$ cat config.mk
export PLATFORM = sky130hd
export DESIGN_NAME = mv_row_sequencer
export DESIGN_NICKNAME = d
export VERILOG_FILES = /design/src/rtl/mv_row_sequencer.sv
export SDC_FILE = /design/constraint.sdc
export NUM_CORES = 1
export LEC_CHECK = 0
export BUFFER_PORTS_ARGS = -buffer_cell sky130_fd_sc_hd__buf_2
export CORE_MARGIN = 2
export CORE_UTILIZATION = 60
export CTS_CLUSTER_SIZE = 10
export DETAILED_ROUTE_END_ITERATION = 8
export GPL_ROUTABILITY_DRIVEN = 0
export PLACE_DENSITY = 0.85
export SYNTH_ARGS = -nofsm -noshare
export SYNTH_HDL_FRONTEND = slang
export SYNTH_SLANG_ARGS = --single-unit
$ cat constraint.sdc
create_clock -name clk -period 2.8 [get_ports clk]
set_input_delay 0 -clock clk [delete_from_list [all_inputs] [get_ports clk]]
set_output_delay 0 -clock clk [all_outputs]
set_load 0.005 [all_outputs]
$ cat src/rtl/mv_row_sequencer.sv
`default_nettype none
// ============================================================================
// mv_row_sequencer : streams signed w*x products to an external
//                    adder-accumulator and returns one dot product per row.
// Revision: 1.0
// ============================================================================
module mv_row_sequencer (
  input  logic        clk,
  input  logic        reset_n,
  input  logic        start,
  input  logic [7:0]  cfg_cols,
  input  logic [7:0]  cfg_rows,
  input  logic        in_valid,
  output logic        in_ready,
  input  logic [7:0]  w_i,
  input  logic [7:0]  x_i,
  output logic [23:0] A_o,
  output logic        aac,
  input  logic [23:0] acc_i,
  output logic        row_valid,
  output logic [23:0] row_sum,
  output logic [7:0]  row_idx,
  output logic        busy,
  output logic        done
);

  localparam logic [1:0] S_IDLE  = 2'd0;
  localparam logic [1:0] S_ACCUM = 2'd1;
  localparam logic [1:0] S_DRAIN = 2'd2;

  logic [1:0]         r_state;
  logic [1:0]         w_next_state;
  logic [7:0]         r_last_col;
  logic [7:0]         r_last_row;
  logic [7:0]         r_col;
  logic [7:0]         r_row;
  logic               w_accept;
  logic               w_start_ok;
  logic               w_last_col;
  logic               w_last_row;
  logic signed [15:0] w_prod;
  logic               r_p1_vld;
  logic               r_p1_last;
  logic [7:0]         r_p1_idx;
  logic               r_p2_vld;
  logic               r_p2_last;
  logic [7:0]         r_p2_idx;

  assign w_accept   = in_valid & in_ready;
  assign w_start_ok = start & (r_state == S_IDLE);
  assign w_last_col = (r_col == r_last_col);
  assign w_last_row = (r_row == r_last_row);
  assign w_prod     = $signed(w_i) * $signed(x_i);

  always_ff @(posedge clk or negedge reset_n) begin
    if (!reset_n) r_state <= S_IDLE;
    else          r_state <= w_next_state;
  end

  always_comb begin
    w_next_state = r_state;
    case (r_state)
      S_IDLE:  if (start) w_next_state = S_ACCUM;
      S_ACCUM: if (w_accept && w_last_col && w_last_row) w_next_state = S_DRAIN;
      S_DRAIN: if (done) w_next_state = S_IDLE;
      default: w_next_state = S_IDLE;
    endcase
  end

  always_comb begin
    in_ready = (r_state == S_ACCUM);
    busy     = (r_state != S_IDLE);
  end

  // Storing count-1 lets a zero config wrap naturally to 255 (i.e. 256 items).
  always_ff @(posedge clk or negedge reset_n) begin
    if (!reset_n) begin
      r_last_col <= 8'd0;
      r_last_row <= 8'd0;
      r_col      <= 8'd0;
      r_row      <= 8'd0;
    end else if (w_start_ok) begin
      r_last_col <= cfg_cols - 8'd1;
      r_last_row <= cfg_rows - 8'd1;
      r_col      <= 8'd0;
      r_row      <= 8'd0;
    end else if (w_accept) begin
      if (w_last_col) begin
        r_col <= 8'd0;
        r_row <= r_row + 8'd1;
      end else begin
        r_col <= r_col + 8'd1;
      end
    end
  end

  // Idle cycles feed zero with accumulate set so the downstream sum holds.
  always_ff @(posedge clk or negedge reset_n) begin
    if (!reset_n) begin
      A_o <= 24'd0;
      aac <= 1'b0;
    end else if (w_accept) begin
      A_o <= {{8{w_prod[15]}}, w_prod};
      aac <= (r_col != 8'd0);
    end else begin
      A_o <= 24'd0;
      aac <= 1'b1;
    end
  end

  // Row-end tracking: product lands at E0+1, sum is readable at E0+2.
  always_ff @(posedge clk or negedge reset_n) begin
    if (!reset_n) begin
      r_p1_vld  <= 1'b0;
      r_p1_last <= 1'b0;
      r_p1_idx  <= 8'd0;
      r_p2_vld  <= 1'b0;
      r_p2_last <= 1'b0;
      r_p2_idx  <= 8'd0;
      row_valid <= 1'b0;
      done      <= 1'b0;
      row_sum   <= 24'd0;
      row_idx   <= 8'd0;
    end else begin
      r_p1_vld  <= w_accept & w_last_col;
      r_p1_last <= w_last_row;
      r_p1_idx  <= r_row;
      r_p2_vld  <= r_p1_vld;
      r_p2_last <= r_p1_last;
      r_p2_idx  <= r_p1_idx;
      row_valid <= r_p2_vld;
      done      <= r_p2_vld & r_p2_last;
      if (r_p2_vld) begin
        row_sum <= acc_i;
        row_idx <= r_p2_idx;
      end
    end
  end

endmodule
`default_nettype wire

### After elaboration in Yosys (flattened, before gate mapping)

Index checks and enable logic that the tools add are counted.

| storage, ports and cells | value |
|---|---|
| register bits | 113 |
| input bits | 60 |
| output and inout port bits | 61 |
| logic and storage cells | 54 |

| operators by class | value |
|---|---|
| $add $sub $neg | 4 |
| multiply operators | 1 |
| eq/ne operators | 7 |
| muxes and demuxes | 12 |
| bitwise gates (word level) | 4 |
| reductions and logical operators | 9 |

Operators with widths:

| cell | count |
|---|---|
| $mux W8 | 6 |
| $mux W24 | 1 |
| $add A8 B1 Y8 const B | 2 |
| $eq A8 B8 Y1 | 2 |
| $mul A8 B8 Y16 | 1 |
| $sub A8 B1 Y8 const B | 2 |
| $reduce_bool A8 Y1 | 1 |
| $mux W2 | 3 |
| $pmux W2 S3 | 1 |
| $reduce_bool A2 Y1 | 3 |
| $and A1 B1 Y1 | 4 |
| $ne A2 B2 Y1 const B | 2 |
| $reduce_and A3 Y1 | 1 |
| $eq A2 B1 Y1 const B | 1 |
| $eq A2 B2 Y1 const B | 1 |
| $logic_and A1 B1 Y1 | 2 |
| $logic_not A2 Y1 | 1 |
| $ne A2 B1 Y1 const B | 1 |
| $reduce_and A2 Y1 | 1 |
| $mux W1 | 1 |

### Longest topological paths before layout

| logic depth | value |
|---|---|
| word-level depth | 6 |
| mapped depth | 16 |

### Worst setup path after synthesis

No wires, ideal clock.

| path | value |
|---|---|
| kind | input-to-reg |
| start | input w_i[3] |
| end | register A_o[10] |
| setup time | 0.069 ns |
| arrival | 3.667 ns |
| required time | 2.731 ns |
| setup slack | -0.936 ns |
| stages on the path | 14 |
| buffers on the path | 0 |
| cells stage by stage | and2_1 -> fa_1 -> inv_1 -> fa_1 -> inv_1 -> fa_1 -> inv_1 -> fa_1 -> inv_1 -> ha_1 -> a21oi_1 -> o21ba_2 -> or4b_2 -> nand3_1 |

| on the way | value |
|---|---|
| cells in the longest elaborated chain, start to end | 2 |

Ends and longest elaborated chain:

| what | RTL line | text |
|---|---|---|
| from (decl) | 15 | `input logic [7:0] w_i,` |
| $mul A8 B8 Y16 | 53 | `assign w_prod = $signed(w_i) * $signed(x_i);` |
| $mux W24 | 102 | `end else if (w_accept) begin` |
| to (signal assigned) | 103 | `A_o <= {{8{w_prod[15]}}, w_prod};` |
| to (decl) | 17 | `output logic [23:0] A_o,` |

Every way passes these cells.
A chain may end at the register's enable or synchronous reset.

### Final worst setup path

| path | value |
|---|---|
| start | input x_i[0] |
| end | register A_o[13] |

| on the way | value |
|---|---|
| cells in the longest elaborated chain, start to end | 2 |

Ends and longest elaborated chain:

| what | RTL line | text |
|---|---|---|
| from (decl) | 16 | `input logic [7:0] x_i,` |
| $mul A8 B8 Y16 | 53 |  |
| $mux W24 | 102 |  |

Every way passes these cells.

==> run_results.csv <==
group,metric,value,unit
status,violations,"setup timing",
setup_path,crit_path_start,"x_i[0]",
logic_synthesis,synth_edf_count,0,
placed_design,dp_hpwl,11100,um
setup_path,cp_num_buf_inv,5,
routing,firstDrtPassIters,5,
finish,multi_input_area,4020,sq um
setup_path,cp_data_arrival_time,3.76,ns
cts,cts-buffers-inserted,9,
power_and_ir_drop,power.density,747,nW/um^2
power_and_ir_drop,pwr-share-seq,22.6,%
logic_synthesis,syn_nets,786,
cts,cts_buffer_depth,2,
cts,cts_tree,"yes",
die,fp-row-count,38,
die,initial_core_util,61.9,%
finish,seqCellArea,2630,sq um
cts,clkTransAtPathRegs,0.07,ns
setup_path,path_common_cell,"fa_1",
finish,diodes,0,
power_and_ir_drop,p_clk_share,19.1,%
sta,rsz0062_at_grt,"true",
grt,grt_pass1_vias,5877,
setup_path,cp-start-kind,"input pin",
die,io_pins,121,
routing,postRouteAntennaNets,0,
flow_run,max_cap_violations,0,
grt,grt_max_degree,96,
die,die_area,12200,sq um
logic_synthesis,netlist.area_leader.share,38.8,%
sta,fmax,0.283,GHz
grt,grt_pass1_wl,28600,um
logic_synthesis,synthCells,637,
finish,layout_common_cells,"buf_2, dfrtp_1, inv_1, fa_1, buf_4",
routing,dr_total_vias,5537,
cts,clock-sinks,105,
die,die_w,110,um
cts,clk_latency,0.35,ns
sta,skew,0.0141,ns
routing,wirelength,18600,um
grt,globalRouteTotalUtil,31.2,%
power_and_ir_drop,switching_share,39.2,%
finish,final_area,8950,sq um
cts,clockRootBuffer,"clkbuf_16",
routing,routedWlPerCell,19.0,um
hold_path,worst_hold_path_type,"input pin to register",
finish,mostFrequentLayoutCell,"buf_2",
logic_synthesis,async_reset_ff_share,100,%
routing,drt_iter0_drc,399,
hold_path,hp-start,"cfg_cols[4]",
setup_path,crit_slowest_cell,"fa_1",
logic_synthesis,synth_warnings,0,
grt,grt_remaining_overflow,0,
sta,fin_ws,-0.735,ns
sta,finalMaxSlewViolations,0,
sta,max-slew-margin-rel,23.1,%
logic_synthesis,syn_avg_cell_area,10.6,sq um
power_and_ir_drop,leakage,4.64,nW
finish,fin_nets,985,
finish,synthToLayoutAreaGrowth,32.2,%
setup_path,max_stage_delay,0.55,ns
power_and_ir_drop,ir_drop,0.677,mV
logic_synthesis,ys_seq_elements,105,
grt,antenna_found_initial,0,
logic_synthesis,ys_types,42,
logic_synthesis,ys_top_cells_by_area,"dfrtp_1, fa_1, ha_1, mux2_2, inv_1",
sta,worstMarginPinSlew,1.15,ns
sta,tns,-5.32,ns
die,fp.coreArea,10900,sq um
setup_path,criticalPathCategory,"input pin to register",
setup_path,cp.required,3.03,ns
setup_path,path_delay_family,"adder cells",
setup_path,r2r-start,"r_col[1]",
setup_path,crit_chain,"buf_8 -> and2_4 -> fa_1 -> inv_2 -> fa_1 -> inv_2 -> fa_1 -> inv_1 -> fa_1 -> inv_2 -> ha_4 -> a21o_1 -> a21oi_4 -> a211oi_2 -> nor3_1 -> nor3_2",
setup_path,cp-end-kind,"register",
routing,vias_per_cell,5.64,
logic_synthesis,ys_seq_area_share,38.8,%
placed_design,placed_cell_area,7910,sq um
sta,min_period,3.54,ns
finish,drive_gt1_share,35.4,%
sta,finalCritPeriodShare,126,%
status,status,"finished, violations left",
power_and_ir_drop,internal_power,0.00407,W
finish,n_fill_cell,549,
logic_synthesis,synth_ff_type,"dfrtp_1",
logic_synthesis,netlist_area,6770,sq um
die,die_y,110,um
power_and_ir_drop,p_comb_share,58.2,%
sta,setup_viol,9,
cts,cts_htree_levels,3,
placed_design,portBuffers,120,
logic_synthesis,synth_top_area_cell,"dfrtp_1",
setup_path,worst-path-max-fanout,4,
power_and_ir_drop,p_switching,0.00262,W
routing,drc,0,
sta,finalHoldViolCount,0,
## state kept, by name, indices dropped and copies added (netlist names)
name,flops
r_row,8
r_p1_idx,8
row_valid,1
r_p2_idx,8
A_o,16
r_last_row,8
r_p1_vld,1
r_last_col,8
r_p2_last,1
r_p2_vld,1
aac,1
done,1
row_idx,8
row_sum,24
r_state,2
r_p1_last,1
r_col,8
## worst reg2reg max path: stages (launching register included)
cell and delay [ns]:
dfrtp_1 0.48, xor2_1 0.21, nor4_2 0.46, nand3_2 0.31, or4_1 0.57, a21oi_1 0.15
## what timing repair did
action	CTS	global route
resized for setup	45	28
endpoints found under the setup margin	10	9
pin swaps	38	23
hold buffers	38	0
hold endpoints to repair	130	0
setup buffers	9	2
## cell families after synthesis
group	Yosys count	synth area share, %
AND/OR/NAND/NOR	184	14.6
buffers and inverters	120	7.33
flip-flops	105	38.8
adder cells (fa/ha/maj)	89	22.5
AO/OA/AOI/OAI	60	5.23
XOR/XNOR	45	5.82
multiplexers	34	5.65
## cells in the mapped netlist (all sizes together) (8+ instances only)
library cell and instances:
and2 50, fa 55, nand3 10, nor3 10
a21oi 14, nor2 25, buf 10, clkbuf 12
xnor2 28, dfrtp 105, nand4 8, o21ai 24
xor2 17, ha 34, nor2b 9, nand2 46
mux2 34, inv 98
## power by group through the flow
| stage | clock network [W] | registers, W | logic (W) |
|---|---|---|---|
| floorplan | 0 | 0.00155 | 0.00203 |
| global placement | 0 | 0.00155 | 0.00273 |
| detailed placement | 0 | 0.00155 | 0.00286 |
| CTS | 0.00127 | 0.00151 | 0.00335 |
| global route | 0.00136 | 0.00151 | 0.00419 |
| finish | 0.00128 | 0.00151 | 0.00390 |
## area by class of cell
type / count / share of cell area (%)
Multi-Input combinational cell: 412 / 44.9
Sequential cell: 105 / 29.3
Timing Repair Buffer: 210 / 16.2
Inverter: 98 / 4.11
Clock buffer: 9 / 2.52
Tap cell: 140 / 1.96
Clock inverter: 7 / 0.894
## per-layer routing
layer  wire (um)  track usage (%)  vias to the layer above
li1            -                -                     2432
met1        6620             35.7                     2709
met2        9750             55.9                      318
met3        1310             6.00                       78
met4         937             15.4                        0
met5           0                0                        -
## per-stage QoR
step / hold slack (ns) / util [%] / instances / setup WS [ns] / total power, W
2_1_floorplan: -0.296 / - / 637 / -0.672 / 0.00358
3_3_place_gp: 0.230 / 72.3 / 917 / -0.932 / 0.00427
3_5_place_dp: 0.239 / 72.3 / 917 / -1.06 / 0.00440
4_1_cts: 0.00323 / 80.8 / 980 / -0.576 / 0.00613
5_1_grt: 0.0678 / 81.9 / 981 / -0.796 / 0.00706
6_report: 0.00491 / 81.9 / 981 / -0.735 / 0.00669
## final timing paths
| check | slack, ns | cells past startpoint | to |
|---|---|---|---|
| max | -0.74 | 16 | A_o[13] |
| min | 0.005 | 3 | r_last_col[4] |
| max reg2reg | 0.54 | 5 | r_row[5] |
| min reg2reg | 0.35 | 0 | r_p2_last |
| max in group asynchronous | 1.54 | 3 | r_col[3] |
| min in group asynchronous | 0.41 | 2 | row_sum[16] |
Note: power is estimated with default switching activity, not from simulation.
